### config.mk
export PLATFORM = sky130hd
export DESIGN_NAME = board_memory_rw
export DESIGN_NICKNAME = d
export VERILOG_FILES = /design/src/rtl/board_memory_rw.sv
export SDC_FILE = /design/constraint.sdc
export NUM_CORES = 2
export LEC_CHECK = 0
export CAP_MARGIN = 20
export CORE_MARGIN = 1
export CORE_UTILIZATION = 40
export DETAILED_ROUTE_END_ITERATION = 7
export PLACE_DENSITY = 0.62
export SLEW_MARGIN = 25
export SYNTH_ARGS = -nofsm -noshare
export SYNTH_HDL_FRONTEND = slang
export SYNTH_SLANG_ARGS = --single-unit
export TNS_END_PERCENT = 50
### constraint.sdc
create_clock -name clock -period 24.2 [get_ports clock]
set_clock_uncertainty 0.15 [all_clocks]
set_input_delay 2.42 -clock clock [delete_from_list [all_inputs] [get_ports clock]]
set_output_delay 2.42 -clock clock [all_outputs]
set_load 0.005 [all_outputs]
### src/rtl/board_memory_rw.sv
// BOARD_N x BOARD_N game board store: registered read port, occupancy-checked write port,
// row-per-cycle clear sequencer and flat board view. Optional line scan: BOARD_MEMORY_LINE_SCAN_EN.
module board_memory_rw #(
  parameter int BOARD_N = 16,
  parameter int CELL_W  = 2,
  parameter int COORD_W = 4
`ifdef BOARD_MEMORY_LINE_SCAN_EN
  ,
  parameter int SCAN_LEN = 5
`endif
) (
  input  logic                              clock,
  input  logic                              reset,
  input  logic                              rd_req,
  input  logic [2*COORD_W-1:0]              rd_sel,
  output logic                              rd_valid,
  output logic [CELL_W-1:0]                 rd_data,
  input  logic                              wr_req,
  input  logic [2*COORD_W-1:0]              wr_sel,
  input  logic [CELL_W-1:0]                 wr_data,
  input  logic                              wr_force,
  output logic                              wr_ack,
  output logic                              wr_reject,
  input  logic                              clr_req,
  output logic                              busy,
  output logic [BOARD_N*BOARD_N*CELL_W-1:0] board_flat
`ifdef BOARD_MEMORY_LINE_SCAN_EN
  ,
  input  logic                              scan_req,
  input  logic [2*COORD_W-1:0]              scan_sel,
  input  logic [1:0]                        scan_dir,
  output logic                              scan_valid,
  output logic [CELL_W-1:0]                 scan_data,
  output logic                              scan_last,
  output logic                              scan_busy
`endif
);

  localparam int CELLS = BOARD_N * BOARD_N;
  localparam int IDX_W = (CELLS > 1) ? $clog2(CELLS) : 1;

  typedef enum logic [0:0] {
    S_IDLE  = 1'b0,
    S_CLEAR = 1'b1
  } state_t;

  logic [CELL_W-1:0]  mem_q [CELLS];
  logic [CELL_W-1:0]  mem_d [CELLS];
  state_t             state_q, state_d;
  logic [COORD_W-1:0] row_q, row_d;
  logic               busy_q, busy_d;
  logic               rd_valid_q, rd_valid_d;
  logic [CELL_W-1:0]  rd_data_q, rd_data_d;
  logic               wr_ack_q, wr_ack_d;
  logic               wr_reject_q, wr_reject_d;

  logic [COORD_W-1:0] rd_x, rd_y, wr_x, wr_y;
  logic               wr_ok;

  function automatic logic coord_ok(input logic [COORD_W-1:0] c);
    return {1'b0, c} < (COORD_W+1)'(BOARD_N);
  endfunction

  function automatic logic [IDX_W-1:0] cell_idx(input logic [COORD_W-1:0] x,
                                                input logic [COORD_W-1:0] y);
    return IDX_W'(int'(x) * BOARD_N + int'(y));
  endfunction

  assign rd_x = rd_sel[2*COORD_W-1:COORD_W];
  assign rd_y = rd_sel[COORD_W-1:0];
  assign wr_x = wr_sel[2*COORD_W-1:COORD_W];
  assign wr_y = wr_sel[COORD_W-1:0];

  // Occupancy test uses the pre-edge contents, so a same-cycle read sees the old value too.
  assign wr_ok = !busy_q && !clr_req && coord_ok(wr_x) && coord_ok(wr_y) &&
                 ((mem_q[cell_idx(wr_x, wr_y)] == '0) || wr_force);

  always_comb begin
    mem_d       = mem_q;
    state_d     = state_q;
    row_d       = row_q;
    rd_valid_d  = rd_req;
    rd_data_d   = rd_data_q;
    wr_ack_d    = 1'b0;
    wr_reject_d = 1'b0;

    if (rd_req) begin
      if (coord_ok(rd_x) && coord_ok(rd_y)) begin
        rd_data_d = mem_q[cell_idx(rd_x, rd_y)];
      end else begin
        rd_data_d = '0;
      end
    end

    if (wr_req) begin
      if (wr_ok) begin
        mem_d[cell_idx(wr_x, wr_y)] = wr_data;
        wr_ack_d = 1'b1;
      end else begin
        wr_reject_d = 1'b1;
      end
    end

    case (state_q)
      S_IDLE: begin
        if (clr_req) begin
          state_d = S_CLEAR;
          row_d   = '0;
        end
      end
      S_CLEAR: begin
        for (int y = 0; y < BOARD_N; y++) begin
          mem_d[IDX_W'(int'(row_q) * BOARD_N + y)] = '0;
        end
        if (row_q == COORD_W'(BOARD_N - 1)) begin
          state_d = S_IDLE;
        end else begin
          row_d = row_q + 1'b1;
        end
      end
      default: state_d = S_IDLE;
    endcase

    busy_d = (state_d == S_CLEAR);
  end

  always_ff @(posedge clock or posedge reset) begin
    if (reset) begin
      for (int i = 0; i < CELLS; i++) begin
        mem_q[i] <= '0;
      end
      state_q     <= S_IDLE;
      row_q       <= '0;
      busy_q      <= 1'b0;
      rd_valid_q  <= 1'b0;
      rd_data_q   <= '0;
      wr_ack_q    <= 1'b0;
      wr_reject_q <= 1'b0;
    end else begin
      mem_q       <= mem_d;
      state_q     <= state_d;
      row_q       <= row_d;
      busy_q      <= busy_d;
      rd_valid_q  <= rd_valid_d;
      rd_data_q   <= rd_data_d;
      wr_ack_q    <= wr_ack_d;
      wr_reject_q <= wr_reject_d;
    end
  end

  assign rd_valid  = rd_valid_q;
  assign rd_data   = rd_data_q;
  assign wr_ack    = wr_ack_q;
  assign wr_reject = wr_reject_q;
  assign busy      = busy_q;

  for (genvar g = 0; g < CELLS; g++) begin : g_flat
    assign board_flat[g*CELL_W +: CELL_W] = mem_q[g];
  end

`ifdef BOARD_MEMORY_LINE_SCAN_EN
  localparam int PW     = COORD_W + 2;
  localparam int SCNT_W = $clog2(SCAN_LEN + 1);

  logic                  scan_busy_q, scan_busy_d;
  logic                  scan_valid_q, scan_valid_d;
  logic                  scan_last_q, scan_last_d;
  logic [CELL_W-1:0]     scan_data_q, scan_data_d;
  logic [SCNT_W-1:0]     scan_cnt_q, scan_cnt_d;
  logic signed [PW-1:0]  scan_x_q, scan_x_d, scan_y_q, scan_y_d;
  logic signed [PW-1:0]  scan_dx_q, scan_dx_d, scan_dy_q, scan_dy_d;
  logic                  scan_go;
  logic signed [PW-1:0]  sx_cur, sy_cur, sdx_cur, sdy_cur;
  logic [SCNT_W-1:0]     scnt_cur;

  // Positions carry two extra bits so stepping past either edge stays detectable.
  function automatic logic [CELL_W-1:0] scan_cell(input logic signed [PW-1:0] x,
                                                  input logic signed [PW-1:0] y);
    if (x[PW-1] || y[PW-1] || int'(x) >= BOARD_N || int'(y) >= BOARD_N) begin
      return '1;
    end
    return mem_q[IDX_W'(int'(x) * BOARD_N + int'(y))];
  endfunction

  always_comb begin
    scan_busy_d  = scan_busy_q;
    scan_valid_d = 1'b0;
    scan_last_d  = 1'b0;
    scan_data_d  = scan_data_q;
    scan_cnt_d   = scan_cnt_q;
    scan_x_d     = scan_x_q;
    scan_y_d     = scan_y_q;
    scan_dx_d    = scan_dx_q;
    scan_dy_d    = scan_dy_q;
    scan_go      = 1'b0;
    sx_cur       = scan_x_q;
    sy_cur       = scan_y_q;
    sdx_cur      = scan_dx_q;
    sdy_cur      = scan_dy_q;
    scnt_cur     = scan_cnt_q;

    if (scan_busy_q) begin
      if (clr_req || scan_cnt_q == SCNT_W'(SCAN_LEN)) begin
        scan_busy_d = 1'b0;
      end else begin
        scan_go = 1'b1;
      end
    end else if (scan_req && !busy_q && !clr_req) begin
      scan_go     = 1'b1;
      scan_busy_d = 1'b1;
      scnt_cur    = '0;
      sx_cur      = signed'({2'b00, scan_sel[2*COORD_W-1:COORD_W]});
      sy_cur      = signed'({2'b00, scan_sel[COORD_W-1:0]});
      case (scan_dir)
        2'd0:    begin sdx_cur = '0;       sdy_cur = PW'(1); end
        2'd1:    begin sdx_cur = PW'(1);   sdy_cur = '0;     end
        2'd2:    begin sdx_cur = PW'(1);   sdy_cur = PW'(1); end
        default: begin sdx_cur = PW'(1);   sdy_cur = '1;     end
      endcase
    end

    if (scan_go) begin
      scan_valid_d = 1'b1;
      scan_data_d  = scan_cell(sx_cur, sy_cur);
      scan_last_d  = (scnt_cur == SCNT_W'(SCAN_LEN - 1));
      scan_x_d     = sx_cur + sdx_cur;
      scan_y_d     = sy_cur + sdy_cur;
      scan_dx_d    = sdx_cur;
      scan_dy_d    = sdy_cur;
      scan_cnt_d   = scnt_cur + 1'b1;
    end
  end

  always_ff @(posedge clock or posedge reset) begin
    if (reset) begin
      scan_busy_q  <= 1'b0;
      scan_valid_q <= 1'b0;
      scan_last_q  <= 1'b0;
      scan_data_q  <= '0;
      scan_cnt_q   <= '0;
      scan_x_q     <= '0;
      scan_y_q     <= '0;
      scan_dx_q    <= '0;
      scan_dy_q    <= '0;
    end else begin
      scan_busy_q  <= scan_busy_d;
      scan_valid_q <= scan_valid_d;
      scan_last_q  <= scan_last_d;
      scan_data_q  <= scan_data_d;
      scan_cnt_q   <= scan_cnt_d;
      scan_x_q     <= scan_x_d;
      scan_y_q     <= scan_y_d;
      scan_dx_q    <= scan_dx_d;
      scan_dy_q    <= scan_dy_d;
    end
  end

  assign scan_valid = scan_valid_q;
  assign scan_data  = scan_data_q;
  assign scan_last  = scan_last_q;
  assign scan_busy  = scan_busy_q;
`endif

endmodule
After elaboration in Yosys (flattened, before gate mapping)
Index checks and enable logic that the tools add are counted.
Widths: inputs -> output; s select.
{ "op_classes": {"addsub": 18, "multipliers": 0, "n_div": 0, "n_lt_le_gt_ge": 35, "eq_ne": 3, "n_shift": 0, "mux": 54, "bitwise_logic": 51, "n_reduce_logical": 24} }
{ "ops": {"columns": ["operator", "count"], "rows": [
  ["$and 512x512->512", 16],
  ["$not 512->512", 16],
  ["$mux 512", 3],
  ["$bwmux 512", 1],
  ["$demux 2 s8", 17],
  ["$ge 8x9->1 const B", 16],
  ["$lt 8x1->1 const B", 16],
  ["$not 8->8", 16],
  ["$add 8x4->8 const B", 8],
  ["$mux 2", 21],
  ["$add 8x3->8 const B", 4],
  ["$bmux 2 s8", 2],
  ["$logic_and 1x1->1", 19],
  ["$ge 9x9->1 const B", 2],
  ["$not 8->9", 2],
  ["$add 8x2->8 const B", 2],
  ["$add 8x4->8", 2],
  ["$lt 9x1->1 const B", 1],
  ["$add 8x1->8 const B", 1],
  ["$mux 4", 2],
  ["$pmux 4 s2", 1],
  ["$mux 1", 6],
  ["$add 4x1->4 const B", 1],
  ["$eq 4x4->1 const B", 1],
  ["other kinds (7)", 9]
]} }
{ "word_totals": {"ff_bits": 522, "latch_bits": 0, "ramBits": 0, "mem_bits_ro": 0, "input_bits": 24, "output_inout_bits": 518, "wordCells": 447, "memories": 0} }

Longest topological paths before layout
{ "logic_depth": {"word_depth": 27, "mapped_depth": 16} }

Least setup slack after synthesis
No wires, ideal clock.
{ "synth_timing": {"path_kind": "in2reg", "startpoint": "input port wr_sel[0]", "endpoint": "register mem_q (netlist bit board_flat[438])", "setup_time_ns": 0.125, "t_arrival_ns": 5.168, "required_ns": 23.925, "slack_ns": 18.757, "stages": 11, "path_cell_list": "buf_6 > mux4_2 > a31oi_1 > o31ai_1 > nand3b_1 > or4_1 > nand3_2 > o21ai_4 > buf_6 > or4_4 > mux2_4"} }
{ "synth_lines": {"columns": ["element", "line_no", "rtl"], "rows": [
  ["from (decl)", "19", "input logic [2*COORD_W-1:0] wr_sel,"],
  ["to (signal assigned)", "140", "mem_q <= mem_d;"],
  ["to (decl)", "47", "logic [CELL_W-1:0] mem_q [CELLS];"]
]} }

==> qor.yml <==
gp_congestion: 0.984
cts-resized-gates: 0
synth.distinct_cells: 72
worstPathMaxFanout: 87
drv_slew: 0
wl_met2_um: 64200
antenna_found_initial: 10
worstPathCellList: "buf_2 -> inv_1 -> buf_4 -> nor3_2 -> o21ai_0 -> and4_1 -> a2111oi_2 -> nand3_2 -> o21ai_4 -> buf_4 -> buf_4 -> or4_4 -> mux2_2"
rows: 100
tightest_slew_ps: 1170
final_cells: 4047
finalSetupViolCount: 0
top_layer: "met5"
violations: "design-rule violations"
crit_path_frequent_cell: "buf_4"
die_area_um2: 76800
drive_gt1_share_pct: 22.1
finalCriticalPeriod_ps: 7650
synth_nets: 2626
drtIter0Drc: 3780
yosys_warnings: 0
clockBufferDepth: 3
synth-seq-area-share_pct: 43.1
syn_inst: 2598
cp_data_required_time_ps: 24570
netlist_area_um2: 30300
placed_cell_area_um2: 36300
final_util_pct: 51.3
wire_per_inst_um: 35.9
grt_max_degree: 173
grt_setup_unrepaired: "no"
clkSlewWorstSetupHoldPaths_ps: 60
cts_root_buffer: "clkbuf_16"
hold_class: "reg2reg"
maxCapViolCount: 0
synth_seq_cells: 522
antenna_left: 0
dpl.hpwl_um: 103000
switching_share_pct: 36.0
peakVddDrop_mv: 0.0627
cts.htree.levels: 2
cts_setup_buffers: 0
cts_buffers: 59
die_w_um: 277
relSlewSlack_pct: 21.5
routed_wl_um: 145000
design.core.area_um2: 74700
die_h_um: 277
cts_hold_buf: 0
synth_edf_count: 0
combinationalPowerShare_pct: 32.6
max_stage_delay_ps: 940
power.switching_mw: 1.22
cts_tree: "built"
startpoint_type: "input port"
status: "complete, but fails checks"
cp.arrival_ps: 8020
grt_pass1_wl_um: 205000
first_pass_iters: 8
clock_latency_ps: 650
avgSynthCellArea_um2: 11.7
post_drt_via_cell_ratio: 6.64
stdcell_area_um2: 38300
fin_nets: 3044
slowest_stage: "buf_4"
cts.sinks: 522
end_kind: "flop"
ys.flop_type: "dfrtp_1"
p_per_area_nw_per_um2: 88.2
grt_overflow: 0
io_pins: 542
grt_pass1_vias: 26397
met3RoutedLength_um: 16400
clock.fmax_ghz: 0.131
rrSetupSlack_ps: 19340
syn_to_final_growth_pct: 26.5
drc_errors: 9
grt.total_usage_pct: 37.2
leakage_nw: 15.7
sequentialPowerShare_pct: 40.1
finalCritPeriodShare_pct: 31.6
met1_length_um: 54800
portBuffers: 541
tns_ps: 0
async_flop_share_pct: 100
nFillCells: 6459
dp.cells: 3923
p_int_mw: 2.16
start_util_pct: 40.6
clock_power_share_pct: 27.3
vias: 26866
hold_viol: 0
critical_path_class: "in2reg"
[final timing paths]
path | from | to | cells after the start
min in group asynchronous | reset | board_flat[349] | 2
min | board_flat[251] | board_flat[251] | 2
max reg2reg | board_flat[11] | board_flat[348] | 11
max in group asynchronous | reset | board_flat[204] | 4
max | wr_sel[5] | board_flat[348] | 13
min reg2reg | board_flat[251] | board_flat[251] | 2
[cells in the mapped netlist (all sizes together), types with 3 or more instances]
cell	count	area [um2]
nor3b	6	45.0
inv	7	26.3
and3	10	62.6
o22ai	11	68.8
mux2i	259	2590
nand2b	15	93.8
a211oi	18	135
or4	36	360
buf	84	460
nand3b	3	22.5
nor2	91	342
a22oi	19	143
o311ai	12	105
or3b	3	26.3
nor2b	15	93.8
or2	8	50.1
or3	47	294
mux2	265	3030
ha	4	50.1
a311oi	5	43.8
mux4	199	4480
a21oi	29	145
a2111oi	3	33.8
nor4	27	424
o211ai	3	27.5
a211o	6	52.6
nand4	6	37.5
nand3	26	135
a31oi	3	18.8
nor3	251	1270
o31ai	9	67.6
nand2	378	1420
o41ai	5	43.8
dfrtp	522	13100
o32ai	7	61.3
o21ai	29	156
and2	6	37.5
clkbuf	144	541
a2bb2oi	3	26.3
[cells by family after synthesis]
kind of cell             share of synthesized area, %
AO/OA/AOI/OAI                                    4.22
XOR/XNOR                                       0.0289
adder cells (fa/ha/maj)                         0.165
buffers and inverters                            3.39
flip-flops                                       43.1
multiplexers                                     33.3
AND/OR/NAND/NOR                                  15.7
[critical path: cells and delay by family]
family	cells	cell delay (ps)
multiplexers	1	340
AO/OA/AOI/OAI	3	930
AND/OR/NAND/NOR	4	1790
buffers and inverters	5	2340
[power by group through the flow]
stage	Sequential (mW)	Combinational [mW]	Clock, mW
3_3_place_gp	1.35	1.06	0
5_1_grt	1.37	1.16	0.958
4_1_cts	1.34	1.09	0.924
2_1_floorplan	1.24	0.501	0
6_report	1.36	1.10	0.924
3_5_place_dp	1.35	1.08	0
[layout make-up]
class | instances | area (um2) | area share [%]
Multi-Input combinational cell | 1841 | 16200 | 42.4
Clock buffer | 98 | 1860 | 4.86
Sequential cell | 522 | 13100 | 34.1
Inverter | 7 | 33.8 | 0.0881
Tap cell | 969 | 1210 | 3.16
Clock inverter | 13 | 114 | 0.297
Timing Repair Buffer | 585 | 5770 | 15.1
Antenna cell | 12 | 30.0 | 0.0783
[flip-flops by register name, summed over array words and instances, names as in the netlist]
signal and cells:
board_flat 512, row_q 4, rd_data 2, busy 1, rd_valid 1, wr_ack 1, wr_reject 1
[layer usage]
| metal | global-route usage [%] | up-vias |
|---|---|---|
| met5 | 1.13 | - |
| met4 | 21.7 | 18 |
| met3 | 11.1 | 442 |
| met2 | 55.0 | 1950 |
| met1 | 48.2 | 13875 |
| li1 | - | 10581 |
[through the flow]
step | hold WS, ps | setup WS (ps) | total power, mW
6_report | 419 | 16550 | 3.38
5_1_grt | 437 | 16500 | 3.49
3_3_place_gp | 397 | 15840 | 2.41
3_5_place_dp | 407 | 16200 | 2.44
2_1_floorplan | 375 | 7050 | 1.74
4_1_cts | 415 | 16900 | 3.36
[cell usage in the layout, fill, tap and decap left out, drive strengths merged, types with 53 or more instances in the layout]
cell,netlist,layout
nor3,251,251
mux2i,259,259
mux4,199,199
nand2,378,378
nor2,91,91
clkbuf,144,99
mux2,265,265
dfrtp,522,522
clkdlybuf4s50,0,531
buf,84,53
Power figures use the tool's default switching activity.
